## config.mk

```make
export PLATFORM = sky130hd
export DESIGN_NAME = memory_stage
export DESIGN_NICKNAME = d
export VERILOG_FILES = /design/src/rtl/memory_stage.sv
export SDC_FILE = /design/constraint.sdc
export NUM_CORES = 1
export LEC_CHECK = 0
export ABC_AREA = 1
export CAP_MARGIN = 20
export CORE_AREA = 2 2 123 125
export DETAILED_ROUTE_END_ITERATION = 8
export DIE_AREA = 0 0 125 127
export PLACE_DENSITY = 0.81
export SETUP_SLACK_MARGIN = 0.05
export SYNTH_ARGS = -nofsm -noshare
export SYNTH_HDL_FRONTEND = slang
export SYNTH_SLANG_ARGS = --single-unit
```

## constraint.sdc

```tcl
create_clock -name clk_i -period 2.3 [get_ports clk_i]
set_input_delay 0.23 -clock clk_i [delete_from_list [all_inputs] [get_ports clk_i]]
set_output_delay 0.23 -clock clk_i [all_outputs]
set_load 0.02 [all_outputs]
```

## src/rtl/memory_stage.sv

```systemverilog
// Memory pipeline stage: M register, data-memory request FSM (IDLE/WAIT/HOLD), store lane steering, load extension.
// Optional misaligned-access trap enabled by defining MEM_MISALIGN_TRAP_EN.
module memory_stage (
  input  logic        clk_i,
  input  logic        reset_n_i,
  input  logic        valid_e_i,
  input  logic [31:0] alu_result_e_i,
  input  logic [31:0] write_data_e_i,
  input  logic [4:0]  rd_e_i,
  input  logic [2:0]  width_src_e_i,
  input  logic [2:0]  result_src_e_i,
  input  logic        mem_write_e_i,
  input  logic        reg_write_e_i,
  input  logic        stall_m_i,
  input  logic        flush_m_i,
  output logic        dmem_req_o,
  output logic        dmem_we_o,
  output logic [31:0] dmem_addr_o,
  output logic [3:0]  dmem_be_o,
  output logic [31:0] dmem_wdata_o,
  input  logic        dmem_ack_i,
  input  logic [31:0] dmem_rdata_i,
  output logic        valid_m_o,
  output logic [4:0]  rd_m_o,
  output logic        reg_write_m_o,
  output logic [2:0]  result_src_m_o,
  output logic [31:0] read_data_m_o,
  output logic [31:0] forward_data_m_o,
  output logic        busy_m_o,
  output logic        misaligned_m_o
);

  typedef enum logic [1:0] {IDLE, WAIT, HOLD} state_e;

  // width_src[1:0]: 00 word, 01 half, 10 byte; width_src[2] selects zero extension
  function automatic logic [3:0] byte_en(input logic [2:0] w, input logic [1:0] a);
    case (w[1:0])
      2'b01:   byte_en = 4'b0011 << {a[1], 1'b0};
      2'b10:   byte_en = 4'b0001 << a;
      default: byte_en = 4'b1111;
    endcase
  endfunction

  function automatic logic [31:0] store_data(input logic [2:0] w, input logic [31:0] d);
    case (w[1:0])
      2'b01:   store_data = {2{d[15:0]}};
      2'b10:   store_data = {4{d[7:0]}};
      default: store_data = d;
    endcase
  endfunction

  function automatic logic [31:0] load_ext(input logic [2:0] w, input logic [1:0] a,
                                           input logic [31:0] r);
    logic [7:0]  b;
    logic [15:0] h;
    b = r[{a, 3'b000} +: 8];
    h = a[1] ? r[31:16] : r[15:0];
    case (w[1:0])
      2'b01:   load_ext = w[2] ? {16'h0000, h} : {{16{h[15]}}, h};
      2'b10:   load_ext = w[2] ? {24'h000000, b} : {{24{b[7]}}, b};
      default: load_ext = r;
    endcase
  endfunction

`ifdef MEM_MISALIGN_TRAP_EN
  function automatic logic is_misaligned(input logic [2:0] w, input logic [1:0] a);
    case (w[1:0])
      2'b00:   is_misaligned = (a != 2'b00);
      2'b01:   is_misaligned = a[0];
      default: is_misaligned = 1'b0;
    endcase
  endfunction
`endif

  state_e      state_q, state_d;
  logic        valid_q, valid_d;
  logic [31:0] alu_result_q, alu_result_d;
  logic [31:0] write_data_q, write_data_d;
  logic [4:0]  rd_q, rd_d;
  logic [2:0]  width_src_q, width_src_d;
  logic [2:0]  result_src_q, result_src_d;
  logic        mem_write_q, mem_write_d;
  logic        reg_write_q, reg_write_d;
  logic [31:0] hold_q, hold_d;

  logic        access_e, access_m, mis_e, mis_m, load_en, req;
  logic [31:0] rdata_ext;

  assign access_m = valid_q & (mem_write_q | (result_src_q == 3'b001));

`ifdef MEM_MISALIGN_TRAP_EN
  assign mis_e = is_misaligned(width_src_e_i, alu_result_e_i[1:0]);
  assign mis_m = access_m & is_misaligned(width_src_q, alu_result_q[1:0]);
`else
  assign mis_e = 1'b0;
  assign mis_m = 1'b0;
`endif

  // A flushed or trapped entry never starts a request
  assign access_e  = ~flush_m_i & valid_e_i & (mem_write_e_i | (result_src_e_i == 3'b001)) & ~mis_e;
  assign req       = (state_q == WAIT);
  assign busy_m_o  = req & ~dmem_ack_i;
  assign load_en   = ~stall_m_i & ~busy_m_o;
  assign rdata_ext = load_ext(width_src_q, alu_result_q[1:0], dmem_rdata_i);

  always_comb begin
    state_d      = state_q;
    valid_d      = valid_q;
    alu_result_d = alu_result_q;
    write_data_d = write_data_q;
    rd_d         = rd_q;
    width_src_d  = width_src_q;
    result_src_d = result_src_q;
    mem_write_d  = mem_write_q;
    reg_write_d  = reg_write_q;
    hold_d       = hold_q;
    if (load_en) begin
      alu_result_d = alu_result_e_i;
      write_data_d = write_data_e_i;
      rd_d         = rd_e_i;
      width_src_d  = width_src_e_i;
      valid_d      = valid_e_i & ~flush_m_i;
      result_src_d = flush_m_i ? 3'b000 : result_src_e_i;
      mem_write_d  = mem_write_e_i & ~flush_m_i;
      reg_write_d  = reg_write_e_i & ~flush_m_i;
      state_d      = access_e ? WAIT : IDLE;
    end else if (state_q == WAIT) begin
      // Flush mid-request kills the entry but the memory handshake must still complete
      if (flush_m_i) begin
        valid_d     = 1'b0;
        reg_write_d = 1'b0;
      end
      if (dmem_ack_i) begin
        if (valid_q & ~flush_m_i) begin
          hold_d  = rdata_ext;
          state_d = HOLD;
        end else begin
          state_d = IDLE;
        end
      end
    end
  end

  always_ff @(posedge clk_i or negedge reset_n_i) begin
    if (!reset_n_i) begin
      state_q      <= IDLE;
      valid_q      <= 1'b0;
      alu_result_q <= '0;
      write_data_q <= '0;
      rd_q         <= '0;
      width_src_q  <= '0;
      result_src_q <= '0;
      mem_write_q  <= 1'b0;
      reg_write_q  <= 1'b0;
      hold_q       <= '0;
    end else begin
      state_q      <= state_d;
      valid_q      <= valid_d;
      alu_result_q <= alu_result_d;
      write_data_q <= write_data_d;
      rd_q         <= rd_d;
      width_src_q  <= width_src_d;
      result_src_q <= result_src_d;
      mem_write_q  <= mem_write_d;
      reg_write_q  <= reg_write_d;
      hold_q       <= hold_d;
    end
  end

  // Request fields are gated by req so the bus idles at zero
  assign dmem_req_o    = req;
  assign dmem_we_o     = req & mem_write_q;
  assign dmem_addr_o   = req ? {alu_result_q[31:2], 2'b00} : 32'h0;
  assign dmem_be_o     = req ? byte_en(width_src_q, alu_result_q[1:0]) : 4'h0;
  assign dmem_wdata_o  = req ? store_data(width_src_q, write_data_q) : 32'h0;

  assign valid_m_o        = valid_q;
  assign rd_m_o           = rd_q;
  assign reg_write_m_o    = reg_write_q & ~mis_m;
  assign result_src_m_o   = result_src_q;
  assign forward_data_m_o = alu_result_q;
  assign misaligned_m_o   = mis_m;

  always_comb begin
    case (state_q)
      WAIT:    read_data_m_o = rdata_ext;
      HOLD:    read_data_m_o = hold_q;
      default: read_data_m_o = 32'h0;
    endcase
  end

endmodule

```

==> metrics.yaml, run 1 <==
route:
  dr.pass1.iters: 5
  vias: 6980
  viasPerCell: 5.07
  wl_um: 22400
  wire_per_inst_um: 16.3
  drtIter0Drc: 562
  drt_drc_violations_left: 0
  drtAntennaViolNets: 0
synth:
  yosysTopAreaCellShare: 0.456
  dominantRegCellSynth: "dfrtp_1"
  synth_compound_area_frac: 0.108
  synth.cell_area_um2: 6150
  yosys.area.top_type: "dfrtp_1"
  synth_xor_area_frac: 0
  synth-async-reset-ratio: 1.00
  synth_fa_ha_area_frac: 0.00814
  yosys_warnings: 0
  synthSimpleGateAreaFrac: 0.339
  synth-edff-count: 0
  synthTopCellsByArea: "dfrtp_1 46%, nand2_1 27%, nor2_1 4.2%"
  synth_mux_area_frac: 0
  ys_types: 30
  syn_avg_cell_area_um2: 6.86
  synth_top_family_by_area: "simple AND/OR/NAND/NOR gates"
  synthCells: 897
  ys_seq_area_frac: 0.456
  synth-seq-cells: 112
global_routing:
  grt_overflow: 0
  grt_first_pass_wirelength_um: 34800
  gr-usage-all-layers: 0.273
  grt_pass1_vias: 6808
  grt_max_degree: 64
  antenna_found_initial: 3
timing:
  setup_viol: 3
  fmax_ghz: 0.432
  fin_skew_ns: 0.00895
  rsz0062_at_grt: "yes"
  drv_slew: 0
  hold_violations: 0
  final.min_clock_period_ns: 2.32
  whs_ns: 0.406
  period_share: 1.01
  worst_pin_slew_ns: 0.588
  fin_ws_ns: -0.0168
  fin_tns_setup_ns: -0.0340
  maxSlewHeadroom: 0.608
placement:
  dp.final_hpwl_um: 15700
  port-buffer-count: 257
  place_congestion: 0.901
setup_path:
  cp_data_required_time_ns: 2.07
  end_kind: "output pin"
  critPathLaunchType: "flop"
  crit_arrival_ns: 2.09
  path_class: "flop to output pin"
  cp_max_fo: 8
clock_network:
  numCtsBuffers: 9
  cts_tree: "yes"
  clk_pin_slew_ns: 0.08
  clk_path_buf_depth: 2
  insertion_delay_ns: 0.35
  cts_root_buf: "clkbuf_16"
  h-tree-depth: 3
  clock_sinks: 112
floorplanning:
  io_pins: 261
  core_area_um2: 14400
  die_h_um: 127
  start_util: 0.427
  rows: 44
  fp.dieW_um: 125
  die_area_um2: 15900
run_status:
  outcome: "complete, but fails checks"
  violations: "negative setup slack"
final_layout:
  fin_util: 0.674
  drive_above_1_share: 0.170
  nNetsFinal: 1303
  areaGrowthSynthToFinish_pct: 58.1
flow_run:
  drv_cap: 0
pwr:
  p_per_area_nw_per_um2: 681
  ir_drop_mv: 0.354
  p_leak_uw: 0.00536
  p_total_uw: 6630
hold_path:
  worstHoldPathType: "input port to async pin"
synth_stat cells (2+ instances only):
| master | instances |
|---|---|
| o211ai_1 | 8 |
| o21ai_0 | 31 |
| nor3_4 | 2 |
| a31oi_1 | 31 |
| inv_1 | 67 |
| buf_2 | 16 |
| nand2_2 | 2 |
| o21ai_1 | 3 |
| buf_6 | 2 |
| buf_4 | 7 |
| nand3_1 | 15 |
| nand2_1 | 440 |
| a22o_1 | 2 |
| clkbuf_1 | 20 |
| a21oi_1 | 40 |
| inv_2 | 8 |
| nor2_1 | 69 |
| ha_1 | 4 |
| buf_1 | 8 |
| dfrtp_1 | 112 |
logic make-up after synthesis:
group                    count (synthesis)
flip-flops                             112
AND/OR/NAND/NOR                        534
other                                    1
AO/OA/AOI/OAI                          118
adder cells (fa/ha/maj)                  4
buffers and inverters                  128
report_power, final:
group | total [uW] | leakage [uW] | switching [uW] | internal, uW
combinational | 2320 | 0.00384 | 1300 | 1020
sequential | 2650 | 0.00136 | 267 | 2380
clock | 1660 | 0.000155 | 769 | 892
total | 6630 | 0.00536 | 2340 | 4290
cells in the final DEF (no fill, tap or decap), types with 10 or more instances in the layout:
cell	n
clkbuf_16	10
buf_4	84
o21ai_0	28
a21oi_2	13
dlymetal6s2s_1	13
nor2_1	67
dfrtp_1	111
nand2_1	425
a31oi_1	31
dlygate4sd2_1	28
clkdlybuf4s50_1	157
clkbuf_2	18
a21oi_1	27
inv_1	65
nand3_1	10
nand2_2	14
cell type report:
type / count / area [um^2]
antenna: 3 / 7.51
clock buffer: 10 / 239
clock inverter: 6 / 72.6
fill: 1216 / 4700
inverter: 75 / 294
multi-input combinational: 659 / 3020
sequential: 112 / 2800
tap: 184 / 230
timing repair buffer: 327 / 3060
registers in the layout, summed over array words and instances (netlist names), 2 cells and up:
| signal | count |
|---|---|
| result_src_m_o | 3 |
| hold_q | 32 |
| write_data_q | 32 |
| forward_data_m_o | 32 |
| state_q | 2 |
| rd_m_o | 5 |
| width_src_q | 3 |
stage by stage:
| stage | cells | cell area, um^2 | setup WS (ns) |
|---|---|---|---|
| 2_1_floorplan | 899 | 6160 | 0.323 |
| 3_3_place_gp | 1342 | 9230 | -0.184 |
| 3_5_place_dp | 1342 | 9230 | -0.201 |
| 4_1_cts | 1365 | 9550 | 0.00788 |
| 5_1_grt | 1375 | 9720 | -0.124 |
| 6_report | 1376 | 9730 | -0.0168 |
worst paths after layout:
| check | start | endpoint | slack, ns | cells after the start |
|---|---|---|---|---|
| hold reg to reg | rd_m_o[4]$_DFFE_PN0P_ | rd_m_o[4]$_DFFE_PN0P_ | 0.47 | 2 |
| hold / removal | reset_n_i | hold_q[3]$_DFFE_PN0P_ | 0.41 | 2 |
| setup reg to reg | state_q[1]$_DFFE_PN0P_ | hold_q[20]$_DFFE_PN0P_ | 0.33 | 11 |
| max in group asynchronous | reset_n_i | write_data_q[23]$_DFFE_PN0P_ | 1.11 | 3 |
| setup / recovery | width_src_q[0]$_DFFE_PN0P_ | read_data_m_o[6] | -0.02 | 12 |
| min in group clk_i | write_data_e_i[26] | write_data_q[26]$_DFFE_PN0P_ | 0.41 | 3 |
worst max-delay path: stages (launching register included):
cell,delay (ns)
dfrtp_1,0.41
inv_2,0.09
ha_4,0.18
inv_6,0.05
nor3_4,0.19
buf_12,0.16
nand2_2,0.06
nand3_2,0.08
nand2_2,0.08
nand2_1,0.06
nand2_1,0.06
a21oi_2,0.15
buf_4,0.16
routing by layer:
layer	share of wire	GRT usage	wire (um)	up-vias
li1	-	-	-	3347
met3	0.10	0.0762	2340	50
met1	0.38	0.337	8420	3232
met4	0.028	0.108	623	0
met5	0	0	0	-
met2	0.49	0.457	11000	351
timing repair:
item,in CTS,in global routing
gates cloned,1,1
endpoints found under the hold margin,38,0
endpoints found under the setup margin,100,72
pin swaps,2,17
resized for setup,227,124
buffers inserted,5,7
hold buffers,1,0
Note: power is estimated with default switching activity, not from simulation.
==> run 2: changes to the inputs <==
Settings changed: CAP_MARGIN 20 to not set, TNS_END_PERCENT set to 10.
==> metrics.yaml, run 2 (synthesized netlist as in run 1, its figures left out) <==
run_status:
  outcome: "complete, but fails checks"  # unchanged
  violations: "negative setup slack"  # unchanged
route:
  vias: 6953  # was 6980
  viasPerCell: 5.07  # about the same
  drtIter0Drc: 600  # was 562
  drt_drc_violations_left: 0  # unchanged
  dr.pass1.iters: 7  # was 5
  highest_layer: "met4"  # unchanged
  wl_met3_um: 2150  # was 2340 um
  wl_met2_um: 10800  # was 11000 um
  wl_um: 22200  # was 22400 um
  wire_per_inst_um: 16.2  # was 16.3 um
  drtAntennaViolNets: 0  # unchanged
  met1Wirelength_um: 8510  # was 8420 um
timing:
  worst_pin_slew_ns: 0.585  # was 0.588 ns
  period_share: 1.01  # about the same
  fmax_ghz: 0.432  # about the same
  maxSlewHeadroom: 0.610  # was 0.608
  final.min_clock_period_ns: 2.32  # about the same
  rsz0062_at_grt: "yes"  # unchanged
  setup_viol: 5  # was 3
  hold_violations: 0  # unchanged
  drv_slew: 0  # unchanged
  fin_skew_ns: 0.00793  # was 0.00895 ns
  fin_ws_ns: -0.0172  # was -0.0168 ns
flow_run:
  drv_cap: 0  # unchanged
final_layout:
  mostFrequentLayoutCells: "429 x nand2_1, 157 x clkdlybuf4s50_1, 111 x dfrtp_1"  # was 425 x nand2_1, 157 x clkdlybuf4s50_1, 111 x dfrtp_1
  nNetsFinal: 1299  # was 1303
  instances_no_fill: 1372  # was 1376
  areaGrowthSynthToFinish_pct: 56.8  # was 58.1%
  fin_util: 0.669  # was 0.674
  drive_above_1_share: 0.155  # was 0.170
  final_common_cell: "nand2_1"  # unchanged
setup_path:
  path_class: "flop to output pin"  # unchanged
  end_kind: "output pin"  # unchanged
  cp_max_fo: 7  # was 8
  crit_arrival_ns: 2.09  # about the same
  cp_slowest_stage_delay_ns: 0.40  # was 0.41 ns
  cp_data_required_time_ns: 2.07  # about the same
  critPathLaunchType: "flop"  # unchanged
  worstPathCellList: "buf_4 > ha_4 > nand2_4 > inv_2 > a21oi_4 > nand2_2 > nand3_4 > clkbuf_16 > nand2_1 > nand2_1 > a21oi_1 > buf_4"  # was inv_2 > ha_4 > inv_6 > nor3_4 > buf_12 > nand2_2 > nand3_2 > nand2_2 > nand2_1 > nand2_1 > a21oi_2 > buf_4
  critPathSlowestCell: "dfrtp_1"  # unchanged
global_routing:
  grt_pass1_vias: 6787  # was 6808
  grt_max_degree: 64  # unchanged
  grt_overflow: 0  # unchanged
  grt_first_pass_wirelength_um: 34800  # about the same
  antenna_found_initial: 3  # unchanged
  gr-usage-all-layers: 0.273  # about the same
floorplanning:
  fp.dieW_um: 125  # unchanged
  die_h_um: 127  # unchanged
  rows: 44  # unchanged
  start_util: 0.427  # unchanged
  core_area_um2: 14400  # unchanged
  die_area_um2: 15900  # unchanged
  io_pins: 261  # unchanged
pwr:
  ir_drop_mv: 0.354  # about the same
  p_comb_frac: 0.347  # was 0.350
  internal_power_uw: 4270  # was 4290 uW
  swShare: 0.351  # was 0.353
  clock_power_share: 0.252  # was 0.251
  p_total_uw: 6580  # was 6630 uW
  p_sw_uw: 2310  # was 2340 uW
  seq_power_share: 0.402  # was 0.399
  p_per_area_nw_per_um2: 682  # was 681 nW/um^2
  p_leak_uw: 0.00531  # was 0.00536 uW
clock_network:
  cts_tree: "yes"  # unchanged
  cts_root_buf: "clkbuf_16"  # unchanged
  h-tree-depth: 3  # unchanged
  clock_sinks: 112  # unchanged
  insertion_delay_ns: 0.35  # about the same
  clk_pin_slew_ns: 0.08  # about the same
  clk_path_buf_depth: 2  # unchanged
  numCtsBuffers: 9  # unchanged
placement:
  dp.final_hpwl_um: 15700  # unchanged
  port-buffer-count: 257  # unchanged
  place_congestion: 0.901  # unchanged
  placed_cells: 1342  # unchanged
hold_path:
  worstHoldPathType: "input port to async pin"  # unchanged
[run 2: changes by cell type in the layout (fill, tap and decap cells not counted), moves of 3 or more]
cell             previous run  this run
buf_6                       6         3
buf_2                       6         3
a21oi_2                    13         4
nand2_1                   425       429
nand2_2                    14        11
clkdlybuf4s15_2             0         5
a21oi_1                    27        36
[run 2: stage by stage]
stage          hold slack, ns  instance area (um^2)  setup TNS [ns]  worst slack [ns]
2_1_floorplan         -0.0656                  6160               0             0.323
3_3_place_gp            0.261                  9230           -3.60            -0.184
3_5_place_dp            0.265                  9230           -3.83            -0.201
4_1_cts                 0.396                  9530        -0.00441          -0.00441
5_1_grt                 0.416                  9650           -1.63           -0.0820
6_report                0.408                  9650         -0.0372           -0.0172
[run 2: final timing paths]
kind                                            start                            to  slack [ns]  cells after the start
hold reg to reg                 rd_m_o[4]$_DFFE_PN0P_         rd_m_o[4]$_DFFE_PN0P_        0.47                      2
setup / recovery           width_src_q[0]$_DFFE_PN0P_             read_data_m_o[22]       -0.02                     12
max in group asynchronous                   reset_n_i  write_data_q[23]$_DFFE_PN0P_        1.10                      3
setup reg to reg               state_q[1]$_DFFE_PN0P_        hold_q[20]$_DFFE_PN0P_        0.34                     11
hold / removal                              reset_n_i         hold_q[3]$_DFFE_PN0P_        0.41                      2
min in group clk_i                 write_data_e_i[26]  write_data_q[26]$_DFFE_PN0P_        0.41                      3
[run 2: layout make-up]
type                       count  area (um^2)
antenna                        3         7.51
clock buffer                  10          239
clock inverter                 6         72.6
fill                        1223         4770
inverter                      75          289
multi-input combinational    659         2970
sequential                   112         2800
tap                          184          230
timing repair buffer         323         3040
[run 2: power by group through the flow]
stage               Sequential, uW  Clock, uW  Combinational [uW]
floorplan                     2710          0                1080
global placement              2640          0                2150
detailed placement            2660          0                2200
CTS                           2630       1690                2220
global route                  2700       1770                2500
finish                        2640       1660                2280
[run 2: timing repair]
item / 4_1_cts / 5_1_grt
setup buffers: 3 / 5
gates cloned: 1 / 1
hold buffers: 1 / 0
setup endpoints to repair: 100 / 72
resized for setup: 227 / 94
hold endpoints to repair: 38 / 0
pin swaps: 2 / 7
[run 2: metal layers]
layer / global-route usage / up-vias
li1: - / 3345
met3: 0.0762 / 50
met2: 0.454 / 335
met5: 0 / -
met1: 0.338 / 3223
met4: 0.108 / 0
[run 2: worst max-delay path: cells and delay by family, from the launching register on]
kind	cells	cell delay [ns]
simple gates	5	0.40
flops	1	0.40
compound gates	2	0.21
buf+inv	4	0.55
fa+ha+maj	1	0.18
==> run 3: changes to the inputs <==
Settings changed: HOLD_SLACK_MARGIN set to 0.06, SLEW_MARGIN set to 20.
==> results of run 3 <==
No change in the layout: final DEF, timing and power equal those of run 2.
